File: config.mk
export PLATFORM = sky130hd
export DESIGN_NAME = a2d_sequencer
export DESIGN_NICKNAME = d
export VERILOG_FILES = /design/src/rtl/a2d_sequencer.sv
export SDC_FILE = /design/constraint.sdc
export NUM_CORES = 1
export LEC_CHECK = 0
export BUFFER_PORTS_ARGS = -buffer_cell sky130_fd_sc_hd__buf_2
export CAP_MARGIN = 5
export CORE_MARGIN = 8
export CORE_UTILIZATION = 51
export CTS_BUF_LIST = sky130_fd_sc_hd__clkbuf_4 sky130_fd_sc_hd__clkbuf_8 sky130_fd_sc_hd__clkbuf_16
export CTS_CLUSTER_DIAMETER = 150
export CTS_CLUSTER_SIZE = 28
export DETAILED_ROUTE_END_ITERATION = 12
export HOLD_SLACK_MARGIN = 0.03
export PLACE_DENSITY_LB_ADDON = 0.05
export SYNTH_ARGS = -nofsm -noshare
export SYNTH_HDL_FRONTEND = slang
export SYNTH_SLANG_ARGS = --single-unit
export TNS_END_PERCENT = 10
File: constraint.sdc
create_clock -name clk -period 4.8 [get_ports clk]
set_clock_uncertainty 0.2 [all_clocks]
set_input_delay 0.72 -clock clk [delete_from_list [all_inputs] [get_ports clk]]
set_output_delay 0.72 -clock clk [all_outputs]
set_load 0.01 [all_outputs]
File: src/rtl/a2d_sequencer.sv
// a2d_sequencer: turns a channel-conversion request into the two SPI
// transactions the external 8-channel A2D needs. The first transaction sends
// the channel command and the second clocks the 12-bit result back.
// It supports single conversions on demand and a round-robin scan mode.
// Optional feature: define A2D_TIMEOUT_EN to add an 11-bit transaction
// watchdog and the err output port.
module a2d_sequencer #(
  parameter int NUM_CH = 8,
  parameter int RES_W  = 12
) (
  input  logic             clk,
  input  logic             rst_n,
  input  logic             strt_cnv,
  input  logic [2:0]       chnl,
  input  logic             scan_en,
  output logic             wrt,
  output logic [15:0]      cmd,
  input  logic             done,
  input  logic [15:0]      rx_data,
  output logic [RES_W-1:0] res,
  output logic [2:0]       res_ch,
  output logic             res_vld,
  output logic             cnv_cmplt,
  output logic             busy
`ifdef A2D_TIMEOUT_EN
  ,
  output logic             err
`endif
);

  typedef enum logic [1:0] {
    IDLE = 2'd0,
    TX1  = 2'd1,
    GAP  = 2'd2,
    TX2  = 2'd3
  } state_t;

  localparam logic [2:0] SCAN_LAST = 3'(NUM_CH - 1);

  state_t state, state_nxt;

  logic [2:0]       cur_ch, cur_ch_nxt;
  logic [2:0]       scan_ptr, scan_ptr_nxt;
  logic             is_scan, is_scan_nxt;
  logic             wrt_nxt;
  logic [15:0]      cmd_nxt;
  logic [RES_W-1:0] res_nxt;
  logic [2:0]       res_ch_nxt;
  logic             res_vld_nxt;
  logic             cnv_cmplt_nxt;
  logic             launch;
  logic [2:0]       launch_ch;
  logic             finish;

`ifdef A2D_TIMEOUT_EN
  logic [10:0] wdog, wdog_nxt;
  logic        err_nxt;
`endif

  // Bits of rx_data above the result field carry nothing for this A2D.
  generate
    if (RES_W < 16) begin : g_rx_unused
      logic rx_unused;
      assign rx_unused = ^rx_data[15:RES_W];
    end
  endgenerate

  // Next-state and next-output decode; every registered output is computed here.
  always_comb begin
    state_nxt     = state;
    cur_ch_nxt    = cur_ch;
    scan_ptr_nxt  = scan_ptr;
    is_scan_nxt   = is_scan;
    wrt_nxt       = 1'b0;
    cmd_nxt       = cmd;
    res_nxt       = res;
    res_ch_nxt    = res_ch;
    res_vld_nxt   = 1'b0;
    cnv_cmplt_nxt = cnv_cmplt;
    launch        = 1'b0;
    launch_ch     = 3'd0;
    finish        = 1'b0;
`ifdef A2D_TIMEOUT_EN
    wdog_nxt      = wdog;
    err_nxt       = 1'b0;
`endif

    case (state)
      IDLE: begin
        if (strt_cnv) begin
          launch      = 1'b1;
          launch_ch   = chnl;
          is_scan_nxt = 1'b0;
        end else if (scan_en) begin
          launch      = 1'b1;
          launch_ch   = scan_ptr;
          is_scan_nxt = 1'b1;
        end
      end

      TX1: begin
        if (done) begin
          state_nxt = GAP;
        end
`ifdef A2D_TIMEOUT_EN
        else if (wdog == 11'h7FF) begin
          finish  = 1'b1;
          err_nxt = 1'b1;
        end else begin
          wdog_nxt = wdog + 11'd1;
        end
`endif
      end

      GAP: begin
        wrt_nxt   = 1'b1;
        cmd_nxt   = 16'h0000;
        state_nxt = TX2;
`ifdef A2D_TIMEOUT_EN
        wdog_nxt  = 11'd0;
`endif
      end

      TX2: begin
        if (done) begin
          finish        = 1'b1;
          res_nxt       = rx_data[RES_W-1:0];
          res_ch_nxt    = cur_ch;
          res_vld_nxt   = 1'b1;
          cnv_cmplt_nxt = 1'b1;
        end
`ifdef A2D_TIMEOUT_EN
        else if (wdog == 11'h7FF) begin
          finish  = 1'b1;
          err_nxt = 1'b1;
        end else begin
          wdog_nxt = wdog + 11'd1;
        end
`endif
      end

      default: begin
        state_nxt = IDLE;
      end
    endcase

    if (launch) begin
      cur_ch_nxt    = launch_ch;
      wrt_nxt       = 1'b1;
      cmd_nxt       = {2'b00, launch_ch, 11'h000};
      cnv_cmplt_nxt = 1'b0;
      state_nxt     = TX1;
`ifdef A2D_TIMEOUT_EN
      wdog_nxt      = 11'd0;
`endif
    end

    if (finish) begin
      state_nxt = IDLE;
      if (is_scan) begin
        scan_ptr_nxt = (scan_ptr == SCAN_LAST) ? 3'd0 : scan_ptr + 3'd1;
      end
    end
  end

  // State and output registers; busy reflects the state being entered.
  always_ff @(posedge clk or negedge rst_n) begin
    if (!rst_n) begin
      state     <= IDLE;
      cur_ch    <= 3'd0;
      scan_ptr  <= 3'd0;
      is_scan   <= 1'b0;
      wrt       <= 1'b0;
      cmd       <= 16'h0000;
      res       <= '0;
      res_ch    <= 3'd0;
      res_vld   <= 1'b0;
      cnv_cmplt <= 1'b0;
      busy      <= 1'b0;
    end else begin
      state     <= state_nxt;
      cur_ch    <= cur_ch_nxt;
      scan_ptr  <= scan_ptr_nxt;
      is_scan   <= is_scan_nxt;
      wrt       <= wrt_nxt;
      cmd       <= cmd_nxt;
      res       <= res_nxt;
      res_ch    <= res_ch_nxt;
      res_vld   <= res_vld_nxt;
      cnv_cmplt <= cnv_cmplt_nxt;
      busy      <= (state_nxt != IDLE);
    end
  end

`ifdef A2D_TIMEOUT_EN
  // Watchdog counter and the one-cycle abort indication.
  always_ff @(posedge clk or negedge rst_n) begin
    if (!rst_n) begin
      wdog <= 11'd0;
      err  <= 1'b0;
    end else begin
      wdog <= wdog_nxt;
      err  <= err_nxt;
    end
  end
`endif

endmodule

Yosys cells after proc, flatten, opt, wreduce, memory -nomap -nowiden
Index checks and enable logic that the tools add are counted.
- register bits after elaboration: 44
- bits of input ports: 24
- output and inout port bits: 35
- $add $sub $neg: 1
- equal/unequal tests: 4
- mux-type cells: 22
- reductions and logical operators: 10
- operator list (cell ; count):
    $mux 16 ; 2
    $mux 1 ; 12
    $mux 3 ; 4
    $reduce_bool 2->1 ; 5
    $reduce_and 2->1 ; 4
    $mux 2 ; 3
    $eq 2x2->1 const B ; 2
    $pmux 2 s2 ; 1
    $add 3x1->3 const B ; 1
    $eq 3x3->1 const B ; 1
    $eq 2x1->1 const B ; 1
    $logic_not 2->1 ; 1

Logic depth before layout (Yosys ltp)
Gate-level depths: netlist (run 1).
- depth in word-level cells: 6
- depth in mapped cells: 7
- gate-level depth less buffers: 5

Least setup slack after synthesis (run 1)
Ideal clock, no wire load.
- kind: input to register
- from: input port strt_cnv
- to: register busy
- setup time: 134 ps
- arrival: 1203 ps
- required time: 4466 ps
- path slack: 3263 ps
- stages on the path: 3
- cells stage by stage: o21ai_4 a21boi_4 a31oi_2
- word-level cells in the longest chain between the ends: 5
- ends and longest elaborated chain (what ; RTL line ; source):
    from (decl) ; 13 ; input logic strt_cnv,
    $mux 1 ; 90 ; if (strt_cnv) begin
    $mux 1 ; 88 ; case (state)
    $mux 2 ; 147 ; if (launch) begin
    $mux 2 ; 158 ; if (finish) begin
    $reduce_bool 2->1 ; 191 ; busy <= (state_nxt != IDLE);
    to (signal assigned) ; 191 ;
    to (decl) ; 24 ; output logic busy
No other way between the ends.
A chain may end at the register's enable or synchronous reset.

Worst setup path after layout (run 1)
- from: register cmd[12]
- to: output port cmd[12]
- RTL lines (what ; RTL line ; source):
    from (decl) ; 17 ; output logic [15:0] cmd,
    from (signal assigned) ; 186 ; cmd <= cmd_nxt;
No word-level cell between the ends.

==> run_results.csv, run 1 <==
group,metric,value,unit
outcome,status,"complete, no violations",
grt,grt_pass1_vias,1134,
route,vias,1022,
floorplan,io_pins,59,
placed_design,place_area,1610,sq um
worst_setup_path,critical_path_class,"reg2out",
clock_tree,clkTransAtPathRegs,100,ps
layout,area_delta_synth_final,14.4,%
grt,grt_pass1_wl,5010,um
yosys,synth-warning-count,0,
floorplan,rows,19,
clock_tree,hold_buffers,0,
worst_setup_path,crit_buf_inv,1,
sta,hold_viol_final,0,
clock_tree,post_cts_buffers,0,
clock_tree,cts_buffer_depth,2,
clock_tree,numClockSinks,31,
yosys,synth.distinct_cells,23,
route,drtIter0Drc,51,
worst_setup_path,required,3880,ps
power_and_ir_drop,p_leak,0.962,nW
clock_tree,cts_resized,0,
worst_setup_path,cp-start-kind,"register",
clock_tree,root_buffer,"clkbuf_4",
worst_setup_path,r2r_slack,3060,ps
floorplan,die_x,69.5,um
yosys,syn_area,1460,sq um
worst_setup_path,setup.worst_path.end_class,"output port",
yosys,postSynthAreaPerCell,10.4,sq um
yosys,yosysSeqAreaShare,53.1,%
power_and_ir_drop,max-vdd-ir-drop,0.375,mV
layout,final_cell_mix,"nand2_1 (49), buf_2 (41), dfrtp_1 (31)",
placed_design,place_inst,207,
layout,layout_commonest_cell,"nand2_1",
grt,grt_max_degree,32,
worst_hold_path,hold_class,"in2async",
sta,relSlewSlack,56.0,%
floorplan,core-area,2730,sq um
worst_setup_path,path_cells,"buf_2",
layout,fin_cells,215,
placed_design,place_congestion,0.670,
sta,tightest_slew,660,ps
layout,drive_gt1_share,32.1,%
layout,antennaDiodeCount,0,
worst_setup_path,cp_top_family,"flip-flops",
placed_design,portBuffers,41,
clock_tree,clk_latency,320,ps
yosys,postSynthCellCount,140,
power_and_ir_drop,p_per_area,598,nW/um^2
floorplan,fp.dieArea,4830,sq um
grt,grt_overflow_total,0,
yosys,ys_ff_latch,31,
flow_run,drv_cap,0,
layout,nNetsFinal,213,
route,drt_wl_total,2790,um
sta,clock.fmax,0.563,GHz
sta,setup_viol,0,
worst_setup_path,slowest_stage,"dfrtp_1",
worst_setup_path,reg2regPathDepth,5,
layout,stdcell_area,1670,sq um
sta,fin_crit_sh,37.0,%
route,drc,0,
sta,min_period,1780,ps
floorplan,die-height,69.5,um
sta,finalSetupTns,0,ps
sta,rsz0062_at_grt,"false",
clock_tree,tritoncts,"built",
sta,maxSlewViolCount,0,
route,viasPerCell,4.75,
sta,hold_ws,219,ps
placed_design,dp_hpwl,2190,um
floorplan,initial_core_util,53.4,%
grt,antenna_found_initial,0,
clock_tree,cts-htree-levels,2,
route,ant_nets,0,
worst_setup_path,critical_path_peak_fanout,2,
worst_setup_path,worstReg2RegStart,"state[0]$_DFF_PN0_",
worst_setup_path,max_stage_delay,400,ps
route,routedWlPerCell,13.0,um
grt,grt_usage,12.4,%
route,firstDrtPassIters,4,
worst_setup_path,rr_endpoint,"scan_ptr[2]$_DFFE_PN0P_",
clock_tree,numCtsBuffers,5,
worst_setup_path,arrival,860,ps
synth_stat cells:
master / instances / area share (%)
nand2_1: 49 / 13
dfrtp_1: 31 / 53
buf_4: 13 / 6.7
o21ai_1: 7 / 2.4
ha_1: 6 / 5.1
a21oi_1: 3 / 1.0
a22oi_1: 3 / 1.5
buf_6: 3 / 2.3
inv_1: 3 / 0.77
mux2_4: 3 / 3.1
nand3b_1: 3 / 1.5
nand2_4: 2 / 1.5
nor2_1: 2 / 0.51
nor2b_1: 2 / 0.86
o21a_1: 2 / 1.0
a21boi_4: 1 / 1.3
a31oi_2: 1 / 0.86
buf_2: 1 / 0.34
conb_1: 1 / 0.26
inv_4: 1 / 0.43
nand2b_1: 1 / 0.43
o21ai_4: 1 / 1.1
o32ai_2: 1 / 1.1
worst max-delay path by stage:
stage	cells past startpoint	end	slack [ps]	start
global placement	5	scan_ptr[1]$_DFFE_PN0P_	2860	done
global route	5	scan_ptr[0]$_DFFE_PN0P_	2970	state[1]$_DFF_PN0_
CTS	1	cmd[12]	3000	cmd[12]$_DFFE_PN0P_
finish	1	cmd[12]	3020	cmd[12]$_DFFE_PN0P_
floorplan	3	busy$_DFF_PN0_	3260	strt_cnv
detailed placement	5	scan_ptr[0]$_DFFE_PN0P_	2840	done
flip-flops by register name, summed over array words and instances, names as in the netlist:
register / count
scan_ptr: 3
busy: 1
cur_ch: 3
cmd: 3
is_scan: 1
res: 12
cnv_cmplt: 1
wrt: 1
res_ch: 3
state: 2
res_vld: 1
per-stage QoR:
| stage | total power [mW] | worst slack, ps | utilization [%] |
|---|---|---|---|
| floorplan | 0.738 | 3260 | - |
| global placement | 0.847 | 2860 | 59.0 |
| global route | 1.09 | 2970 | 61.1 |
| detailed placement | 0.869 | 2840 | 59.0 |
| finish | 1.00 | 3020 | 61.1 |
| CTS | 1.02 | 3000 | 61.1 |
power breakdown:
part | switching, mW | internal [mW] | total [mW]
sequential | 0.0626 | 0.376 | 0.439
clock | 0.0816 | 0.0683 | 0.150
combinational | 0.229 | 0.182 | 0.411
total | 0.373 | 0.626 | 1.00
logic make-up after synthesis:
kind of cell	after synthesis	share of synthesized area (%)
buffers and inverters	21	10.5
multiplexers	3	3.08
AND/OR/NAND/NOR	59	17.5
AO/OA/AOI/OAI	19	10.4
adder cells (fa/ha/maj)	6	5.14
flip-flops	31	53.1
other	1	0.257
final cells by class:
cell class                 count  area [sq um]
fill                         248          1060
tap                           31          38.8
timing repair buffer          41           205
inverter                       4          17.5
sequential                    31           776
clock buffer                   7          52.6
clock inverter                 1          5.00
multi-input combinational    100           576
per-layer routing:
| layer | up-vias | global-route usage, % | share of wire [%] |
|---|---|---|---|
| met5 | - | 0 | 0 |
| met4 | 0 | 4.78 | 0.97 |
| met3 | 5 | 5.58 | 7.6 |
| met2 | 29 | 21.7 | 50 |
| met1 | 477 | 12.5 | 41 |
| li1 | 511 | - | - |
Power figures use the tool's default switching activity.
==> inputs of run 2 (changes only) <==
--- a/config.mk
+++ b/config.mk
@@ -5,10 +5,11 @@
 export SDC_FILE = /design/constraint.sdc
 export NUM_CORES = 1
 export LEC_CHECK = 0
+export ABC_AREA = 1
 export BUFFER_PORTS_ARGS = -buffer_cell sky130_fd_sc_hd__buf_2
 export CAP_MARGIN = 5
 export CORE_MARGIN = 8
-export CORE_UTILIZATION = 51
+export CORE_UTILIZATION = 42
 export CTS_BUF_LIST = sky130_fd_sc_hd__clkbuf_4 sky130_fd_sc_hd__clkbuf_8 sky130_fd_sc_hd__clkbuf_16
 export CTS_CLUSTER_DIAMETER = 150
 export CTS_CLUSTER_SIZE = 28
==> constraint.sdc (replaced) <==
create_clock -name clk -period 1.54 [get_ports clk]
set_clock_uncertainty 0.2 [all_clocks]
set_input_delay 0.231 -clock clk [delete_from_list [all_inputs] [get_ports clk]]
set_output_delay 0.231 -clock clk [all_outputs]
set_load 0.01 [all_outputs]
==> run 2 against run 1 <==
Net effect: flip-flop and latch count stayed put; area after synthesis is 2.3% lower; hold slack worse by 160 ps; core utilization is 2.6 points lower; power grew to 3.4 times the previous value; setup slack worse by 3000 ps; combinational power grew to 3.4 times the previous value; non-clock buffer count is 25 higher.
==> run_results.csv, run 2 <==
group,metric,value,unit
yosys,postSynthAreaPerCell,8.86,sq um
clock_tree,numCtsBuffers,5,
yosys,synth_top_family_by_area,"simple AND/OR/NAND/NOR gates",
clock_tree,clk_latency,330,ps
grt,grt_usage,11.7,%
clock_tree,clkTransAtPathRegs,90,ps
placed_design,portBuffers,41,
yosys,yosysSeqAreaShare,54.4,%
yosys,synth.distinct_cells,18,
yosys,async_reset_ff_share,100,%
floorplan,io_pins,59,
placed_design,place_congestion,0.751,
route,route.met3.wl,302,um
yosys,synth.mux.area_fraction,0,%
worst_setup_path,cp.depth,5,
route,vias,1190,
route,wl_met1,1260,um
grt,grt_overflow_total,0,
yosys,synth_most_common_cell,"nand2_1",
clock_tree,numClockSinks,31,
floorplan,fp.dieArea,5520,sq um
worst_setup_path,cp_top_family,"flip-flops",
route,firstDrtPassIters,4,
worst_hold_path,min_from,"chnl[0]",
worst_setup_path,slowest_stage,"dfrtp_1",
route,drtIter0Drc,67,
route,drc,0,
floorplan,die-height,74.3,um
worst_setup_path,max_stage_delay,440,ps
worst_hold_path,min_to,"cur_ch[0]$_DFFE_PN0P_",
sta,min_period,1480,ps
sta,maxSlewViolCount,0,
worst_setup_path,cp-start-kind,"register",
yosys,synth_top_area_share,54.4,%
route,wl_met2,1460,um
worst_setup_path,rr_endpoint,"cnv_cmplt$_DFFE_PN0P_",
placed_design,pre_cts_slack,43.1,ps
flow_run,drv_cap,0,
worst_setup_path,critical_path_class,"reg2reg",
worst_setup_path,reg2regPathDepth,5,
worst_hold_path,hold_class,"in2reg",
yosys,postSynthCellCount,161,
yosys,yosys-top-cells-count,"nand2_1 (80), dfrtp_1 (31), buf_4 (13)",
grt,antenna_found_initial,0,
worst_setup_path,critical_path_peak_fanout,17,
layout,nNetsFinal,260,
yosys,yosys.area_share.simple,26.1,%
worst_setup_path,worstReg2RegStart,"state[0]$_DFF_PN0_",
route,ant_nets,0,
layout,nFillCells,317,
worst_setup_path,setup.worst_path.end_class,"register",
yosys,ys.flop_type,"dfrtp_1",
yosys,synth_fa_ha_area_share,5.26,%
worst_setup_path,path_cells,"buf_4 > ha_1 > nand2_4 > inv_4 > o21a_1",
layout,largest_reg_flops,12,
layout,max_flop_register,"res",
power_and_ir_drop,p_per_area,1760,nW/um^2
power_and_ir_drop,p_leak,1.14,nW
route,routedWlPerCell,11.1,um
floorplan,core-area,3310,sq um
clock_tree,tritoncts,"built",
floorplan,die_x,74.3,um
sta,clock.fmax,0.674,GHz
route,drt_wl_total,3070,um
yosys,ys_ff_latch,31,
placed_design,place_inst,249,
layout,final_cell_mix,"nand2_1 (80), buf_2 (41), dfrtp_1 (31)",
grt,grt_max_degree,32,
sta,setup_slack,55.3,ps
layout,fin_cells,277,
yosys,syn_area,1430,sq um
yosys,synth_compound_gate_area_share,2.19,%
worst_setup_path,required,1570,ps
yosys,synth_top_area_cell,"dfrtp_1",
grt,grt_pass1_vias,1088,
layout,drive_gt1_share,28.6,%
layout,antennaDiodeCount,0,
sta,setup_viol,0,
clock_tree,cts_buffer_depth,2,
clock_tree,cts-htree-levels,2,
sta,finalSetupTns,0,ps
layout,layout_commonest_cell,"nand2_1",
route,top_layer,"met4",
grt,grt_pass1_wl,4840,um
sta,fin_crit_sh,96.4,%
yosys,synth.area.top_cells,"dfrtp_1 (54%), nand2_1 (21%), buf_4 (6.8%)",
clock_tree,root_buffer,"clkbuf_4",
worst_setup_path,arrival,1510,ps
floorplan,initial_core_util,43.1,%
worst_hold_path,hold_path_depth,5,
sta,hold_ws,58.5,ps
sta,hold_viol_final,0,
yosys,synth-xor-area-share,0,%
route,viasPerCell,4.30,
worst_setup_path,crit_buf_inv,2,
floorplan,rows,21,
worst_setup_path,r2r_slack,60,ps
placed_design,dp_hpwl,2190,um
layout,area_delta_synth_final,35.7,%
sta,rsz0062_at_grt,"true",
yosys,synth-warning-count,0,
outcome,status,"complete, no violations",
yosys,synth_edf_count,0,
power_and_ir_drop,max-vdd-ir-drop,0.820,mV
[run 2: tightest hold or removal path, stage by stage]
cell and delay [ps]:
buf_2 80, nand2_1 40, o21ai_0 70, nand2_1 80, nand2_1 70
[run 2: repair_timing]
| action | 4_1_cts | 5_1_grt |
|---|---|---|
| endpoints found under the hold margin | 47 | 0 |
| endpoints found under the setup margin | 0 | 3 |
| hold buffers | 16 | 0 |
| setup buffers | 0 | 4 |
| resized for setup | 0 | 3 |
[run 2: cell type report]
type	count	area (sq um)	area share, %
Tap cell	46	57.6	2.97
Clock buffer	6	51.3	2.65
Inverter	11	43.8	2.26
Clock inverter	2	35.0	1.81
Multi-Input combinational cell	115	539	27.9
Sequential cell	31	776	40.1
Timing Repair Buffer	66	433	22.4
[run 2: logic make-up after synthesis]
| logic type | count (synthesis) |
|---|---|
| fa+ha+maj | 6 |
| other cells | 1 |
| compound gates | 5 |
| simple gates | 91 |
| flops | 31 |
| buf+inv | 27 |
[run 2: per-layer routing]
layer  up-vias  GRT usage, %
li1        608             -
met1       536          12.8
met2        40          19.0
met3         6          5.39
met4         0          5.22
met5         -             0
[run 2: where the power goes]
part / switching (mW) / leakage, nW / internal, mW
clock: 0.271 / 0.0482 / 0.383
combinational: 0.769 / 0.697 / 0.616
sequential: 0.194 / 0.391 / 1.18
[run 2: how the worst max path moves through the flow]
stage / startpoint / end
2_1_floorplan: state[0]$_DFF_PN0_ / busy$_DFF_PN0_
3_3_place_gp: state[0]$_DFF_PN0_ / busy$_DFF_PN0_
3_5_place_dp: state[0]$_DFF_PN0_ / busy$_DFF_PN0_
4_1_cts: state[0]$_DFF_PN0_ / busy$_DFF_PN0_
5_1_grt: state[0]$_DFF_PN0_ / res[7]$_DFFE_PN0N_
6_report: state[0]$_DFF_PN0_ / cnv_cmplt$_DFFE_PN0P_
[run 2: per-stage QoR]
| stage | area [sq um] | power (mW) | utilization [%] |
|---|---|---|---|
| 2_1_floorplan | 1470 | 2.20 | - |
| 3_3_place_gp | 1650 | 2.62 | 49.7 |
| 3_5_place_dp | 1650 | 2.67 | 49.7 |
| 4_1_cts | 1890 | 3.37 | 57.2 |
| 5_1_grt | 1940 | 3.73 | 58.5 |
| 6_report | 1940 | 3.41 | 58.5 |
==> inputs of run 3 (changes only) <==
--- a/config.mk
+++ b/config.mk
@@ -6,14 +6,14 @@
 export NUM_CORES = 1
 export LEC_CHECK = 0
 export ABC_AREA = 1
-export BUFFER_PORTS_ARGS = -buffer_cell sky130_fd_sc_hd__buf_2
 export CAP_MARGIN = 5
 export CORE_MARGIN = 8
-export CORE_UTILIZATION = 42
+export CORE_UTILIZATION = 65
 export CTS_BUF_LIST = sky130_fd_sc_hd__clkbuf_4 sky130_fd_sc_hd__clkbuf_8 sky130_fd_sc_hd__clkbuf_16
 export CTS_CLUSTER_DIAMETER = 150
 export CTS_CLUSTER_SIZE = 28
 export DETAILED_ROUTE_END_ITERATION = 12
+export DONT_BUFFER_PORTS = 1
 export HOLD_SLACK_MARGIN = 0.03
 export PLACE_DENSITY_LB_ADDON = 0.05
 export SYNTH_ARGS = -nofsm -noshare
==> constraint.sdc (replaced) <==
create_clock -name clk -period 1.9 [get_ports clk]
set_clock_uncertainty 0.2 [all_clocks]
set_input_delay 0.285 -clock clk [delete_from_list [all_inputs] [get_ports clk]]
set_output_delay 0.285 -clock clk [all_outputs]
set_load 0.01 [all_outputs]
==> run 3 against run 2 <==
Net effect: combinational power fell by 50%; core utilization rose by 19 points; flip-flop and latch count is the same; critical path type is now in2reg.
==> run_results.csv, run 3 (synthesis results as in run 2) <==
group,metric,value,unit
clock_tree,numClockSinks,31,
worst_hold_path,hold_class,"in2reg",
worst_setup_path,max_stage_delay,610,ps
clock_tree,root_buffer,"clkbuf_4",
grt,busiest_layer,"met2",
power_and_ir_drop,max-vdd-ir-drop,0.948,mV
layout,fin_cells,214,
route,drc,0,
sta,min_period,1700,ps
power_and_ir_drop,p_sw,945,uW
sta,rsz0062_at_grt,"false",
sta,setup_slack,203,ps
floorplan,io_pins,59,
route,drtIter0Drc,51,
worst_setup_path,arrival,1730,ps
route,vias,1054,
power_and_ir_drop,p_per_area,1410,nW/um^2
worst_setup_path,slowest_stage,"dlygate4sd3_1",
grt,grt_pass1_vias,1111,
sta,fin_crit_sh,89.3,%
clock_tree,tritoncts,"built",
grt,grtUsageMet3,10.4,%
clock_tree,clk_latency,330,ps
route,viasPerCell,4.93,
layout,final_cell_mix,"nand2_1 (80), dfrtp_1 (31), dlygate4sd3_1 (20)",
floorplan,die_x,62.8,um
clock_tree,cts_resized,0,
sta,clock.fmax,0.589,GHz
power_and_ir_drop,p_leak,0.936,nW
route,drt_wl_total,2980,um
grt,grt_overflow_total,0,
placed_design,dp_hpwl,2000,um
worst_setup_path,critical_path_peak_fanout,5,
layout,nFillCells,161,
clock_tree,numCtsBuffers,5,
worst_setup_path,path_cells,"dlygate4sd3_1 > nand2_1 > nand2_1 > dlygate4sd3_1 > nand2_1 > nand2_1",
power_and_ir_drop,pwr-share-seq,53.8,%
sta,setup_viol,0,
floorplan,die-height,62.8,um
power_and_ir_drop,combinationalPowerShare,29.6,%
placed_design,place_congestion,0.738,
layout,largest_reg_flops,12,
flow_run,drv_cap,0,
power_and_ir_drop,p_total,2.35,mW
power_and_ir_drop,switching_share,40.3,%
layout,layout_commonest_cell,"nand2_1",
layout,nNetsFinal,215,
layout,max_flop_register,"res",
clock_tree,cts_buffer_depth,2,
placed_design,portBuffers,0,
worst_setup_path,crit_top_cell,"nand2_1",
floorplan,core-area,2150,sq um
grt,grt_usage,16.3,%
grt,grtUsageMet2,27.2,%
power_and_ir_drop,internal_power,1.40,mW
floorplan,fp.dieArea,3950,sq um
route,routedWlPerCell,13.9,um
placed_design,pre_cts_slack,356,ps
placed_design,place_inst,185,
sta,hold_viol_final,0,
grt,grt_pass1_wl,5160,um
worst_setup_path,cp-start-kind,"input port",
route,ant_nets,0,
floorplan,initial_core_util,66.4,%
sta,maxSlewViolCount,0,
sta,hold_ws,56.7,ps
power_and_ir_drop,pwr-share-clk,16.5,%
layout,area_delta_synth_final,16.3,%
layout,drive_gt1_share,7.53,%
route,firstDrtPassIters,4,
grt,grt_max_degree,32,
worst_setup_path,crit_buf_inv,2,
floorplan,rows,17,
clock_tree,cts-htree-levels,2,
grt,antenna_found_initial,0,
worst_setup_path,required,1930,ps
worst_setup_path,cp_top_family,"buffers and inverters",
layout,antennaDiodeCount,0,
clock_tree,clkTransAtPathRegs,90,ps
worst_setup_path,critical_path_class,"in2reg",
worst_setup_path,setup.worst_path.end_class,"register",
outcome,status,"complete, no violations",
grt,grtUsageMet1,15.7,%
sta,finalSetupTns,0,ps
run 3: cell types whose count changed in the layout (fill, tap and decap cells not counted), sizes merged:
cell / delta
buf: -49
dlygate4sd3: +4
bufinv: -1
clkbuf: +1
run 3: area by class of cell:
class | instances | area [sq um] | share of cell area, %
Clock inverter | 1 | 5.00 | 0.302
Multi-Input combinational cell | 115 | 527 | 31.7
Sequential cell | 31 | 776 | 46.8
Inverter | 11 | 43.8 | 2.64
Tap cell | 28 | 35.0 | 2.11
Timing Repair Buffer | 21 | 220 | 13.3
Clock buffer | 7 | 52.6 | 3.17
run 3: final timing paths:
kind | from | endpoint | slack (ps) | cells past startpoint
hold reg to reg | cur_ch[2]$_DFFE_PN0P_ | res_ch[2]$_DFFE_PN0N_ | 280 | 2
setup / recovery | strt_cnv | cmd[12]$_DFFE_PN0P_ | 200 | 6
hold / removal | done | res[11]$_DFFE_PN0N_ | 60 | 3
min in group asynchronous | rst_n | cur_ch[0]$_DFFE_PN0P_ | 190 | 2
max in group asynchronous | rst_n | res[7]$_DFFE_PN0N_ | 1150 | 2
setup reg to reg | state[0]$_DFF_PN0_ | busy$_DFF_PN0_ | 310 | 6
run 3: per-layer routing:
layer	vias to the layer above	share of wire [%]
li1	511	-
met1	499	39
met2	36	49
met3	8	10
met4	0	1.8
met5	-	0
run 3: power groups by stage:
stage / combinational, mW / sequential [mW] / clock, mW
after global placement: 0.585 / 1.27 / 0
final: 0.695 / 1.26 / 0.388
after global routing: 0.830 / 1.30 / 0.425
after detailed placement: 0.626 / 1.28 / 0
after floorplan: 0.568 / 1.21 / 0
after CTS: 0.694 / 1.27 / 0.399
run 3: tightest hold or removal path, delay by kind of cell:
kind / cells / cell delay (ps)
and+or+nand+nor: 3 / 270
run 3: what timing repair did:
action / in CTS / in global routing
endpoints found under the hold margin: 51 / 0
setup buffers: 0 / 0
hold buffers: 21 / 0
run 3: per-stage QoR:
stage | area, sq um | utilization, %
6_report | 1660 | 77.2
3_3_place_gp | 1380 | 64.3
3_5_place_dp | 1380 | 64.3
4_1_cts | 1660 | 77.2
5_1_grt | 1660 | 77.2
2_1_floorplan | 1470 | -
